## src/rtl/id_stage_if.sv

```systemverilog
// Handshake and data buses around the decode stage: fetch in, execute out,
// write-back port into the register file and branch redirect back to fetch.
interface id_stage_if;
  logic         if_validout;
  logic         id_allowin;
  logic [63:0]  if_to_id_bus;
  logic         id_validout;
  logic         exe_allowin;
  logic [149:0] id_to_exe_bus;
  logic [32:0]  br_bus;
  logic [37:0]  ws_to_rf_bus;

  modport master (
    output if_validout, if_to_id_bus, exe_allowin, ws_to_rf_bus,
    input  id_allowin, id_validout, id_to_exe_bus, br_bus
  );

  modport slave (
    input  if_validout, if_to_id_bus, exe_allowin, ws_to_rf_bus,
    output id_allowin, id_validout, id_to_exe_bus, br_bus
  );
endinterface

```

## src/rtl/id_stage.sv

```systemverilog
// LoongArch32 decode stage: pipeline register, decoder, 32x32 register file
// and branch resolution with squash of the instruction fetched behind a taken branch.
module id_stage (
  input logic       clk,
  input logic       rst,
  id_stage_if.slave id_io
);
  logic        valid_q, valid_d;
  logic        br_cancel_q, br_cancel_d;
  logic [63:0] payload_q, payload_d;
  logic [31:0] rf_q [32];

  logic [31:0] pc, inst;
  logic [4:0]  rd, rj, rk, rkd_addr, dest;
  logic [31:0] rj_value, rkd_value, imm, offs16, offs26, br_target;
  logic [11:0] alu_op;
  logic        rf_we;
  logic [4:0]  rf_waddr;
  logic [31:0] rf_wdata;
  logic        fetch_accept, br_taken, br_leave, rj_eq_rkd;
  logic        src1_is_pc, src2_is_imm, res_from_mem, gr_we, mem_we;

  logic inst_add_w, inst_sub_w, inst_slt, inst_sltu, inst_and, inst_or, inst_nor, inst_xor;
  logic inst_slli_w, inst_srli_w, inst_srai_w, inst_addi_w, inst_lu12i_w, inst_ld_w, inst_st_w;
  logic inst_jirl, inst_b, inst_bl, inst_beq, inst_bne;

  assign {pc, inst} = payload_q;
  assign {rf_we, rf_waddr, rf_wdata} = id_io.ws_to_rf_bus;
  assign rd = inst[4:0];
  assign rj = inst[9:5];
  assign rk = inst[14:10];

  assign inst_add_w   = inst[31:15] == 17'h00020;
  assign inst_sub_w   = inst[31:15] == 17'h00022;
  assign inst_slt     = inst[31:15] == 17'h00024;
  assign inst_sltu    = inst[31:15] == 17'h00025;
  assign inst_nor     = inst[31:15] == 17'h00028;
  assign inst_and     = inst[31:15] == 17'h00029;
  assign inst_or      = inst[31:15] == 17'h0002a;
  assign inst_xor     = inst[31:15] == 17'h0002b;
  assign inst_slli_w  = inst[31:15] == 17'h00081;
  assign inst_srli_w  = inst[31:15] == 17'h00089;
  assign inst_srai_w  = inst[31:15] == 17'h00091;
  assign inst_addi_w  = inst[31:22] == 10'h00a;
  assign inst_lu12i_w = inst[31:25] == 7'h0a;
  assign inst_ld_w    = inst[31:22] == 10'h0a2;
  assign inst_st_w    = inst[31:22] == 10'h0a6;
  assign inst_jirl    = inst[31:26] == 6'h13;
  assign inst_b       = inst[31:26] == 6'h14;
  assign inst_bl      = inst[31:26] == 6'h15;
  assign inst_beq     = inst[31:26] == 6'h16;
  assign inst_bne     = inst[31:26] == 6'h17;

  // alu_op one-hot, bit 0 upward: add sub slt sltu and nor or xor sll srl sra lui
  assign alu_op = {inst_lu12i_w, inst_srai_w, inst_srli_w, inst_slli_w, inst_xor, inst_or,
                   inst_nor, inst_and, inst_sltu, inst_slt, inst_sub_w,
                   inst_add_w | inst_addi_w | inst_ld_w | inst_st_w | inst_jirl | inst_bl};

  assign src1_is_pc   = inst_jirl | inst_bl;
  assign src2_is_imm  = inst_slli_w | inst_srli_w | inst_srai_w | inst_addi_w | inst_lu12i_w
                      | inst_ld_w | inst_st_w | inst_jirl | inst_bl;
  assign res_from_mem = inst_ld_w;
  assign mem_we       = inst_st_w;
  assign gr_we        = inst_add_w | inst_sub_w | inst_slt | inst_sltu | inst_and | inst_or
                      | inst_nor | inst_xor | inst_slli_w | inst_srli_w | inst_srai_w
                      | inst_addi_w | inst_lu12i_w | inst_ld_w | inst_jirl | inst_bl;
  assign dest         = gr_we ? (inst_bl ? 5'd1 : rd) : 5'd0;

  always_comb begin
    imm = 32'h0;
    if (inst_addi_w | inst_ld_w | inst_st_w) imm = {{20{inst[21]}}, inst[21:10]};
    else if (inst_slli_w | inst_srli_w | inst_srai_w) imm = {27'h0, inst[14:10]};
    else if (inst_lu12i_w) imm = {inst[24:5], 12'h0};
    else if (inst_bl | inst_jirl) imm = 32'd4;
  end

  assign rkd_addr  = (inst_st_w | inst_beq | inst_bne) ? rd : rk;
  assign rj_value  = (rj == 5'd0) ? 32'h0 : rf_q[rj];
  assign rkd_value = (rkd_addr == 5'd0) ? 32'h0 : rf_q[rkd_addr];

  assign offs16    = {{14{inst[25]}}, inst[25:10], 2'b00};
  assign offs26    = {{4{inst[9]}}, inst[9:0], inst[25:10], 2'b00};
  assign rj_eq_rkd = rj_value == rkd_value;
  assign br_target = inst_jirl ? rj_value + offs16
                               : pc + ((inst_b | inst_bl) ? offs26 : offs16);
  assign br_taken  = valid_q & (inst_b | inst_bl | inst_jirl
                              | (inst_beq & rj_eq_rkd) | (inst_bne & ~rj_eq_rkd));

  assign id_io.id_allowin    = ~valid_q | id_io.exe_allowin;
  assign id_io.id_validout   = valid_q;
  assign id_io.br_bus        = {br_taken, br_taken ? br_target : 32'h0};
  assign id_io.id_to_exe_bus = {alu_op, src1_is_pc, src2_is_imm, res_from_mem, gr_we, mem_we,
                                dest, imm, rj_value, rkd_value, pc};

  // The slot behind a taken branch is squashed either in the same cycle the
  // branch leaves or, if fetch had nothing then, on the next accept.
  assign fetch_accept = id_io.if_validout & id_io.id_allowin;
  assign br_leave     = br_taken & id_io.exe_allowin;
  assign valid_d      = id_io.if_validout & ~(br_cancel_q | br_leave);
  assign br_cancel_d  = fetch_accept ? 1'b0 : (br_leave | br_cancel_q);
  assign payload_d    = fetch_accept ? id_io.if_to_id_bus : payload_q;

  always_ff @(posedge clk) begin
    if (rst) begin
      valid_q     <= 1'b0;
      br_cancel_q <= 1'b0;
      payload_q   <= 64'h0;
    end else begin
      if (id_io.id_allowin) valid_q <= valid_d;
      br_cancel_q <= br_cancel_d;
      payload_q   <= payload_d;
    end
  end

  always_ff @(posedge clk) begin
    if (rf_we && rf_waddr != 5'd0) rf_q[rf_waddr] <= rf_wdata;
  end
endmodule

```

## src/flat_wrapper.sv

```systemverilog
// flat-port wrapper written by rule: the top's interface ports become plain ports
module id_stage_flat 
  (clk, rst, id_io_if_validout, id_io_if_to_id_bus, id_io_exe_allowin, id_io_ws_to_rf_bus, id_io_id_allowin, id_io_id_validout, id_io_id_to_exe_bus, id_io_br_bus);
  id_stage_if id_io_i ();
  input logic clk;
  input logic rst;
  input wire logic [$bits(id_io_i.if_validout)-1:0] id_io_if_validout;
  input wire logic [$bits(id_io_i.if_to_id_bus)-1:0] id_io_if_to_id_bus;
  input wire logic [$bits(id_io_i.exe_allowin)-1:0] id_io_exe_allowin;
  input wire logic [$bits(id_io_i.ws_to_rf_bus)-1:0] id_io_ws_to_rf_bus;
  output wire logic [$bits(id_io_i.id_allowin)-1:0] id_io_id_allowin;
  output wire logic [$bits(id_io_i.id_validout)-1:0] id_io_id_validout;
  output wire logic [$bits(id_io_i.id_to_exe_bus)-1:0] id_io_id_to_exe_bus;
  output wire logic [$bits(id_io_i.br_bus)-1:0] id_io_br_bus;
  assign id_io_i.if_validout = id_io_if_validout;
  assign id_io_i.if_to_id_bus = id_io_if_to_id_bus;
  assign id_io_i.exe_allowin = id_io_exe_allowin;
  assign id_io_i.ws_to_rf_bus = id_io_ws_to_rf_bus;
  assign id_io_id_allowin = id_io_i.id_allowin;
  assign id_io_id_validout = id_io_i.id_validout;
  assign id_io_id_to_exe_bus = id_io_i.id_to_exe_bus;
  assign id_io_br_bus = id_io_i.br_bus;
  id_stage u_core (.clk(clk), .rst(rst), .id_io(id_io_i));
endmodule
```

## config.mk

```make
export PLATFORM = sky130hd
export DESIGN_NAME = id_stage_flat
export DESIGN_NICKNAME = d
export VERILOG_FILES = /design/src/rtl/id_stage_if.sv /design/src/rtl/id_stage.sv /design/src/flat_wrapper.sv
export SDC_FILE = /design/constraint.sdc
export NUM_CORES = 2
export LEC_CHECK = 0
export ABC_AREA = 0
export CORE_ASPECT_RATIO = 2
export CORE_MARGIN = 1
export CORE_UTILIZATION = 45
export CTS_BUF_LIST = sky130_fd_sc_hd__clkbuf_4
export DETAILED_ROUTE_END_ITERATION = 6
export GPL_ROUTABILITY_DRIVEN = 0
export SETUP_SLACK_MARGIN = 0.4
export SLEW_MARGIN = 25
export SYNTH_ARGS = -nofsm -noshare
export SYNTH_HDL_FRONTEND = slang
export SYNTH_SLANG_ARGS = --single-unit
```

## constraint.sdc

```tcl
create_clock -name clk -period 10.55 [get_ports clk]
set_input_delay 3.165 -clock clk [delete_from_list [all_inputs] [get_ports clk]]
set_output_delay 3.165 -clock clk [all_outputs]
set_load 0.005 [all_outputs]
```

* Yosys cells after proc, flatten, opt, wreduce, memory -nomap -nowiden
Memory sizes are Yosys's and may differ from the RTL's. A register that Yosys moved wholly into a read port is not among the register bits.
Index checks and enable logic that the tools add are counted.
** Storage, ports and cells
- Register bits after elaboration :: 66
- Bits in latches :: 0
- RAM bits :: 1024
- Memory bits (read-only) :: 0
- Input port bits :: 106
- Logic and storage cells :: 96
- Memories :: 1
** Cells by class
- $add $sub $neg :: 2
- Multipliers :: 0
- Div/mod/pow operators :: 0
- Magnitude comparators :: 0
- Eq/ne operators :: 21
- Shifts and indexed selects :: 0
- Mux-type cells :: 16
- Bitwise logic cells :: 48
- Reduce and logical (&&, ||, !) cells :: 5
** Memories
- u_core.rf_q :: words 32, bits a word 32, read ports 2, clocked after Yosys merged registers in 1, write ports 1, RTL line id_stage.sv:11 : logic [31:0] rf_q [32];
** Operators with widths (number)
- two-way mux 32 bit :: 8
- equality test 17 x 6 -> 1 bit, second input constant :: 8
- adder 32 bit :: 2
- equality test 17 x 8 -> 1 bit, second input constant :: 3
- bitwise OR 1 bit :: 39
- equality test 32 bit :: 1
- equality test 6 x 5 -> 1 bit, second input constant :: 5
- two-way mux 5 bit :: 5
- equality test 10 x 8 -> 1 bit, second input constant :: 2
- equality test 10 x 4 -> 1 bit, second input constant :: 1
- logical NOT 5 bit :: 2
- equality test 7 x 4 -> 1 bit, second input constant :: 1
- bitwise AND 1 bit :: 6
- nonzero test 5 bit :: 1
- two-way mux 3 bit :: 1
- NOT 1 bit :: 3
- two-way mux 1 bit :: 2
- OR reduction 2 bit :: 1
- logical AND 1 bit :: 1

* Longest topological paths before layout
- Word-level depth :: 17
- Mapped depth :: 22
- Mapped depth without buffers :: 19

* Worst setup path after synthesis
No wires, ideal clock.
- Kind :: register to output
- Start :: reg (tool-made name)
- End :: out id_io_br_bus[30]
- Data arrival time :: 5.837 ns
- Required time :: 7.385 ns
- Setup slack :: 1.548 ns
- Cell stages (with the launch flop) :: 23
- Path through :: dfxtp_1 > clkbuf_1 > buf_1 > buf_1 > mux4_2 > mux4_2 > mux2i_1 > nor2_1 > ha_1 > fa_1 > a21o_1 > a21oi_1 > o21bai_1 > a21oi_1 > o21bai_1 > a2111oi_0 > o21ai_0 > a211oi_1 > o31ai_1 > nor4_1 > nor3_1 > mux2i_1 > nor4b_2
** RTL lines
- end: declaration :: RTL line flat_wrapper.sv:14 : output wire logic [$bits(id_io_i.br_bus)-1:0] id_io_br_bus;

* Worst setup path after layout
- Start :: reg u_core.payload_q[30]
- End :: out id_io_br_bus[25]
** On the way
- Longest elaborated chain between the ends :: 12
- Elaborated cells on any way between the ends :: 25
- Those cells by class :: add/sub: 1; eq/ne: 7; mux: 5; bitwise: 10; reduce/logical: 1; memory: 1
** Ends and longest elaborated chain
- start: declaration :: RTL line id_stage.sv:10 : logic [63:0] payload_q, payload_d;
- start signal: assignment :: RTL line id_stage.sv:111 : payload_q <= payload_d;
- equality test 10 x 8 -> 1 bit / equality test 6 x 5 -> 1 bit (equally long branches) :: RTL line id_stage.sv:47, id_stage.sv:51
- bitwise OR 1 bit (2 in a row) :: RTL line id_stage.sv:77 : assign rkd_addr = (inst_st_w | inst_beq | inst_bne) ? rd : rk;
- two-way mux 5 bit :: RTL line id_stage.sv:77
- memory (32 x 32 bit) / logical NOT 5 bit (equally long branches)
- two-way mux 32 bit :: RTL line id_stage.sv:79 : assign rkd_value = (rkd_addr == 5'd0) ? 32'h0 : rf_q[rkd_addr];
- equality test 32 bit :: RTL line id_stage.sv:83 : assign rj_eq_rkd = rj_value == rkd_value;
- bitwise AND 1 bit / NOT 1 bit (equally long branches) :: RTL line id_stage.sv:87 : | (inst_beq & rj_eq_rkd) | (inst_bne & ~rj_eq_rkd));
- bitwise OR 1 bit / bitwise AND 1 bit (equally long branches) :: RTL line id_stage.sv:87
- bitwise OR 1 bit :: RTL line id_stage.sv:87
- bitwise AND 1 bit :: RTL line id_stage.sv:86 : assign br_taken = valid_q & (inst_b | inst_bl | inst_jirl
- two-way mux 32 bit * :: RTL line id_stage.sv:91 : assign id_io.br_bus = {br_taken, br_taken ? br_target : 32'h0};
Mark *: on every way between the ends. The rest lies on a longest branch, timed or not.

==> results.txt <==
* Outcome: finished, final reports clean
* Dpl cell area: between 0.06 and 0.07 mm²
- IR analysis of the VDD net gives a maximum drop of roughly 84 µV.
* Die H: 503 µm
- Critical path class: reg2out
- Most common cell after layout, fill and taps aside: sky130_fd_sc_hd__edfxtp_1
- Share of async-settable or async-resettable flops after synthesis: 0%
- Static power due to leakage: between 0.02 and 0.025 µW
* Pin count of the biggest net entering global routing: 84
* Number of I/O pins: between 200 and 300
- Clk_lat worst skew: roughly 1.2 ns
- Synth Instances: around 4.0k
* Worst reg2reg endpoint: u_core.br_cancel_q
* Maximum net fanout on the critical path: 33
* Count of maximum capacitance violations: 0
- Startpoint types: flop
- Max Clock Freq: around 0.10 GHz
- For the pin with the worst max-slew slack, the measured transition is between 1 and 1.5 ns.
- Vias: between 40k and 50k
- Counting every sink on the clock net gives around 1.1k.
- Hold bufs inserted after CTS: 0
- In the post-route analysis, the smallest setup slack over all paths is 0.519 ns.
- Setup repair after global routing missed its margin: true
- Aggregate routed wire length: approximately 220000 µm
- Cell type contributing the most total cell area after synthesis: sky130_fd_sc_hd__edfxtp_1
- After global routing the overflow that remains totals 0.
- At the end of the flow, the number of nets in the layout was about 4.6k.
* Critical Path RT: around 7.4 ns
- The finished cells cover 0.0660 mm².
- In this run the critical register-to-register path is launched from u_core.payload_q[30].
- For flop-to-flop paths, the worst setup slack is approximately 5.4 ns.
- The floorplan has ~180 rows.
* Synthesized area per cell: between 10 and 15 µm²
- The most used flip-flop cell after synthesis is sky130_fd_sc_hd__edfxtp_1.
* Final setup vio count: 0
- Placeable core region: about 0.12 mm²
- For the final routed database, the setup TNS stands at 0 ns.
- Total Die Area: approximately 0.13 mm²
- Number of fill cells in the layout: approximately 10k
* Endpoints failing hold: 0
* CTS H-tree depth: 4
- Relative max-transition margin: between 20% and 30%
* Summed instance area of the synthesized netlist: about 0.056 mm²
* Capturing element type of the critical path: output pin
- The top cell types in the final layout, fill and taps aside, are sky130_fd_sc_hd__edfxtp_1, sky130_fd_sc_hd__nand2_1, sky130_fd_sc_hd__clkbuf_4.
- Via count normalized by instance count: 6.52
* Total of buffers placed on input and output ports: 290
- Yosys cell types: just over 90
* Inserted Clock Buffers: ~240
- Hold_ws: 0.469 ns
- TritonCTS clock tree: yes
* Average routed wire per standard cell: roughly 34 µm
- Initial antenna violation count: 9
* Flops & latches, synth: 1095
- The worst path in the final design needs a cycle of 10.03 ns, including I/O delays and setup.
- In this run the worst hold path is classified as reg2reg.
- Growth of design area from synthesis to finish: 17.0%
- Fraction of synthesized cell area taken by the top area cell type: ~55%
- Number of enable-type register cells in the synthesized netlist: 1024
- The clock arrives with between 0.04 and 0.05 ns of skew.
* Die W: 252 µm
- For this run, the register share of the synthesized area comes to approximately 57%.
* Overall track demand over capacity in global routing: around 34%
- Initial Util: about 45%
* Max Slew Vio Count: 0
- Reg2Reg Depth: 17
- Of the available clock period, the critical path in the final layout requires around 95%.
* End point of the most critical hold path: u_core.br_cancel_q
- YS warnings: 0
- DRC violation count after routing: 0
* First-pass iteration count of the detailed router: 6
- PD cells: approximately 150 mW/mm²
* Ranking of synthesized cells by area: sky130_fd_sc_hd__edfxtp_1, sky130_fd_sc_hd__mux4_2, sky130_fd_sc_hd__mux2i_1
- Prior to clock tree synthesis, the placed netlist has a worst setup slack of approximately 0.35 ns.
* Final ANT Viol Nets: 0
- DP HPWL: around 130000 µm
- The startpoint identified for the worst hold timing path is u_core.br_cancel_q.
* Data arrival time of the critical path: a little under 7 ns
- Number of buffers on the longest clock path: 3
* Vias in the first global route: approximately 42k
- For this block, the initial DRC count from the detailed router was 4574.
- Share of cells above drive strength 1: between 20 and 30%
* First-pass GRT wire length: approximately 300000 µm
- CTS root buf: sky130_fd_sc_hd__clkbuf_4
- Power comes to a little under 10000 µW.
- The worst hold path was traced through 2 stages.
- After clock tree synthesis, the clock-pin slew on the worst setup and hold paths is around 0.08 ns.
-- flip-flops by register name, indices dropped and copies added, names as in the netlist, named ones only --
signal,cells
u_core.rf_q,1024
u_core.id_io.id_validout,1
u_core.payload_q,64
u_core.br_cancel_q,1
-- worst max-delay path by stage --
stage / depth (start not counted) / slack (ns) / endpoint / start
final: 19 / 0.52 / id_io_br_bus[25] / u_core.payload_q[30]
after CTS: 21 / 0.40 / id_io_br_bus[31] / flop
after global placement: 20 / 0.13 / id_io_br_bus[30] / flop
after detailed placement: 20 / 0.35 / id_io_br_bus[30] / flop
after floorplan: 22 / 1.55 / id_io_br_bus[30] / flop
after global routing: 23 / 0.34 / id_io_br_bus[26] / flop
-- per-stage QoR --
stage                     utilization [%]  std cells
final                                53.0       6333
after global routing                 53.0       6330
after CTS                            52.8       6316
after detailed placement             49.5       5828
after global placement               49.5       5827
after floorplan                         -       4046
-- cell type report --
class / instances / area, µm² / share of cell area (%)
Sequential cell: 1095 / 32200 / 48.8
Multi-Input combinational cell: 2516 / 22900 / 34.7
Timing Repair Buffer: 527 / 5350 / 8.11
Clock buffer: 342 / 2570 / 3.89
Tap cell: 1665 / 2080 / 3.16
Clock inverter: 88 / 495 / 0.751
Inverter: 92 / 353 / 0.535
Antenna cell: 7 / 17.5 / 0.0266
Timing Repair inverter: 1 / 6.26 / 0.00949
-- cells in the mapped netlist, types with 12 or more instances --
cell and n:
sky130_fd_sc_hd__a311o_1 16, sky130_fd_sc_hd__and2_1 18, sky130_fd_sc_hd__a21oi_1 169, sky130_fd_sc_hd__buf_6 17
sky130_fd_sc_hd__mux2i_1 276, sky130_fd_sc_hd__o21ai_0 33, sky130_fd_sc_hd__ha_1 58, sky130_fd_sc_hd__o2111a_1 34
sky130_fd_sc_hd__o2111ai_1 52, sky130_fd_sc_hd__a21o_1 54, sky130_fd_sc_hd__nand3_1 107, sky130_fd_sc_hd__inv_1 90
sky130_fd_sc_hd__nand2_1 481, sky130_fd_sc_hd__nand4_1 24, sky130_fd_sc_hd__o22ai_1 61, sky130_fd_sc_hd__a211oi_1 52
sky130_fd_sc_hd__nor3_1 31, sky130_fd_sc_hd__dfxtp_1 71, sky130_fd_sc_hd__buf_4 79, sky130_fd_sc_hd__o21bai_1 12
sky130_fd_sc_hd__mux4_2 321, sky130_fd_sc_hd__and3_1 33, sky130_fd_sc_hd__o211ai_1 72, sky130_fd_sc_hd__buf_2 88
sky130_fd_sc_hd__nand2b_1 12, sky130_fd_sc_hd__edfxtp_1 1024, sky130_fd_sc_hd__nor2_1 158, sky130_fd_sc_hd__xor2_1 35
sky130_fd_sc_hd__buf_1 39, sky130_fd_sc_hd__xnor2_1 41, sky130_fd_sc_hd__clkbuf_1 123, sky130_fd_sc_hd__mux2_2 114
sky130_fd_sc_hd__a311oi_1 40, sky130_fd_sc_hd__a31oi_1 13
-- critical path, stage by stage (launching register included) --
cell	delay, ns
sky130_fd_sc_hd__dfxtp_1	0.42
sky130_fd_sc_hd__or3b_4	0.49
sky130_fd_sc_hd__o21ai_0	0.39
sky130_fd_sc_hd__o211a_4	0.36
sky130_fd_sc_hd__nand4_2	0.15
sky130_fd_sc_hd__buf_4	0.23
sky130_fd_sc_hd__nand2_1	0.16
sky130_fd_sc_hd__buf_4	0.30
sky130_fd_sc_hd__a211oi_1	0.08
sky130_fd_sc_hd__a211oi_1	0.29
sky130_fd_sc_hd__buf_4	0.21
sky130_fd_sc_hd__xor2_1	0.22
sky130_fd_sc_hd__nand4_1	0.51
sky130_fd_sc_hd__nor4_2	0.34
sky130_fd_sc_hd__buf_4	0.22
sky130_fd_sc_hd__a41o_1	0.25
sky130_fd_sc_hd__o211ai_4	0.09
sky130_fd_sc_hd__buf_12	0.19
sky130_fd_sc_hd__a211oi_2	0.17
sky130_fd_sc_hd__clkdlybuf4s50_1	0.54
-- kinds of logic (layout without fill, tap and decap cells) --
kind of cell | after synthesis | count (layout) | synth area share [%]
AO/OA/AOI/OAI | 703 | 706 | 9.11
adder cells (fa/ha/maj) | 60 | 60 | 1.36
other | 1 | 39 | 0.00665
buffers and inverters | 438 | 1050 | 3.86
flip-flops | 1095 | 1095 | 57.1
multiplexers | 712 | 712 | 20.0
XOR/XNOR | 76 | 76 | 1.18
AND/OR/NAND/NOR | 930 | 930 | 7.40
-- power breakdown --
group / total, µW / switching [µW] / internal [µW] / leakage (µW)
Combinational: 1580 / 925 / 655 / 0.0107
Sequential: 4880 / 64.7 / 4820 / 0.00984
Clock: 3320 / 1710 / 1610 / 0.00183
Total: 9790 / 2700 / 7080 / 0.0223
-- layer usage --
| metal | track usage (%) | share of wire, % | vias up | routed length, µm |
|---|---|---|---|---|
| met4 | 26.5 | 8.4 | 6 | 18100 |
| met1 | 36.9 | 33 | 20900 | 70300 |
| li1 | - | - | 16900 | - |
| met3 | 6.96 | 9.5 | 763 | 20400 |
| met5 | 0 | 0.019 | - | 41 |
| met2 | 57.3 | 49 | 2723 | 106000 |
-- what timing repair did --
item / CTS / global route
setup buffers: 47 / 10
gates resized for setup: 91 / 39
cloned: 11 / 0
pin swaps: 23 / 15
setup endpoints to repair: 33 / 32
Power figures use the tool's default switching activity.
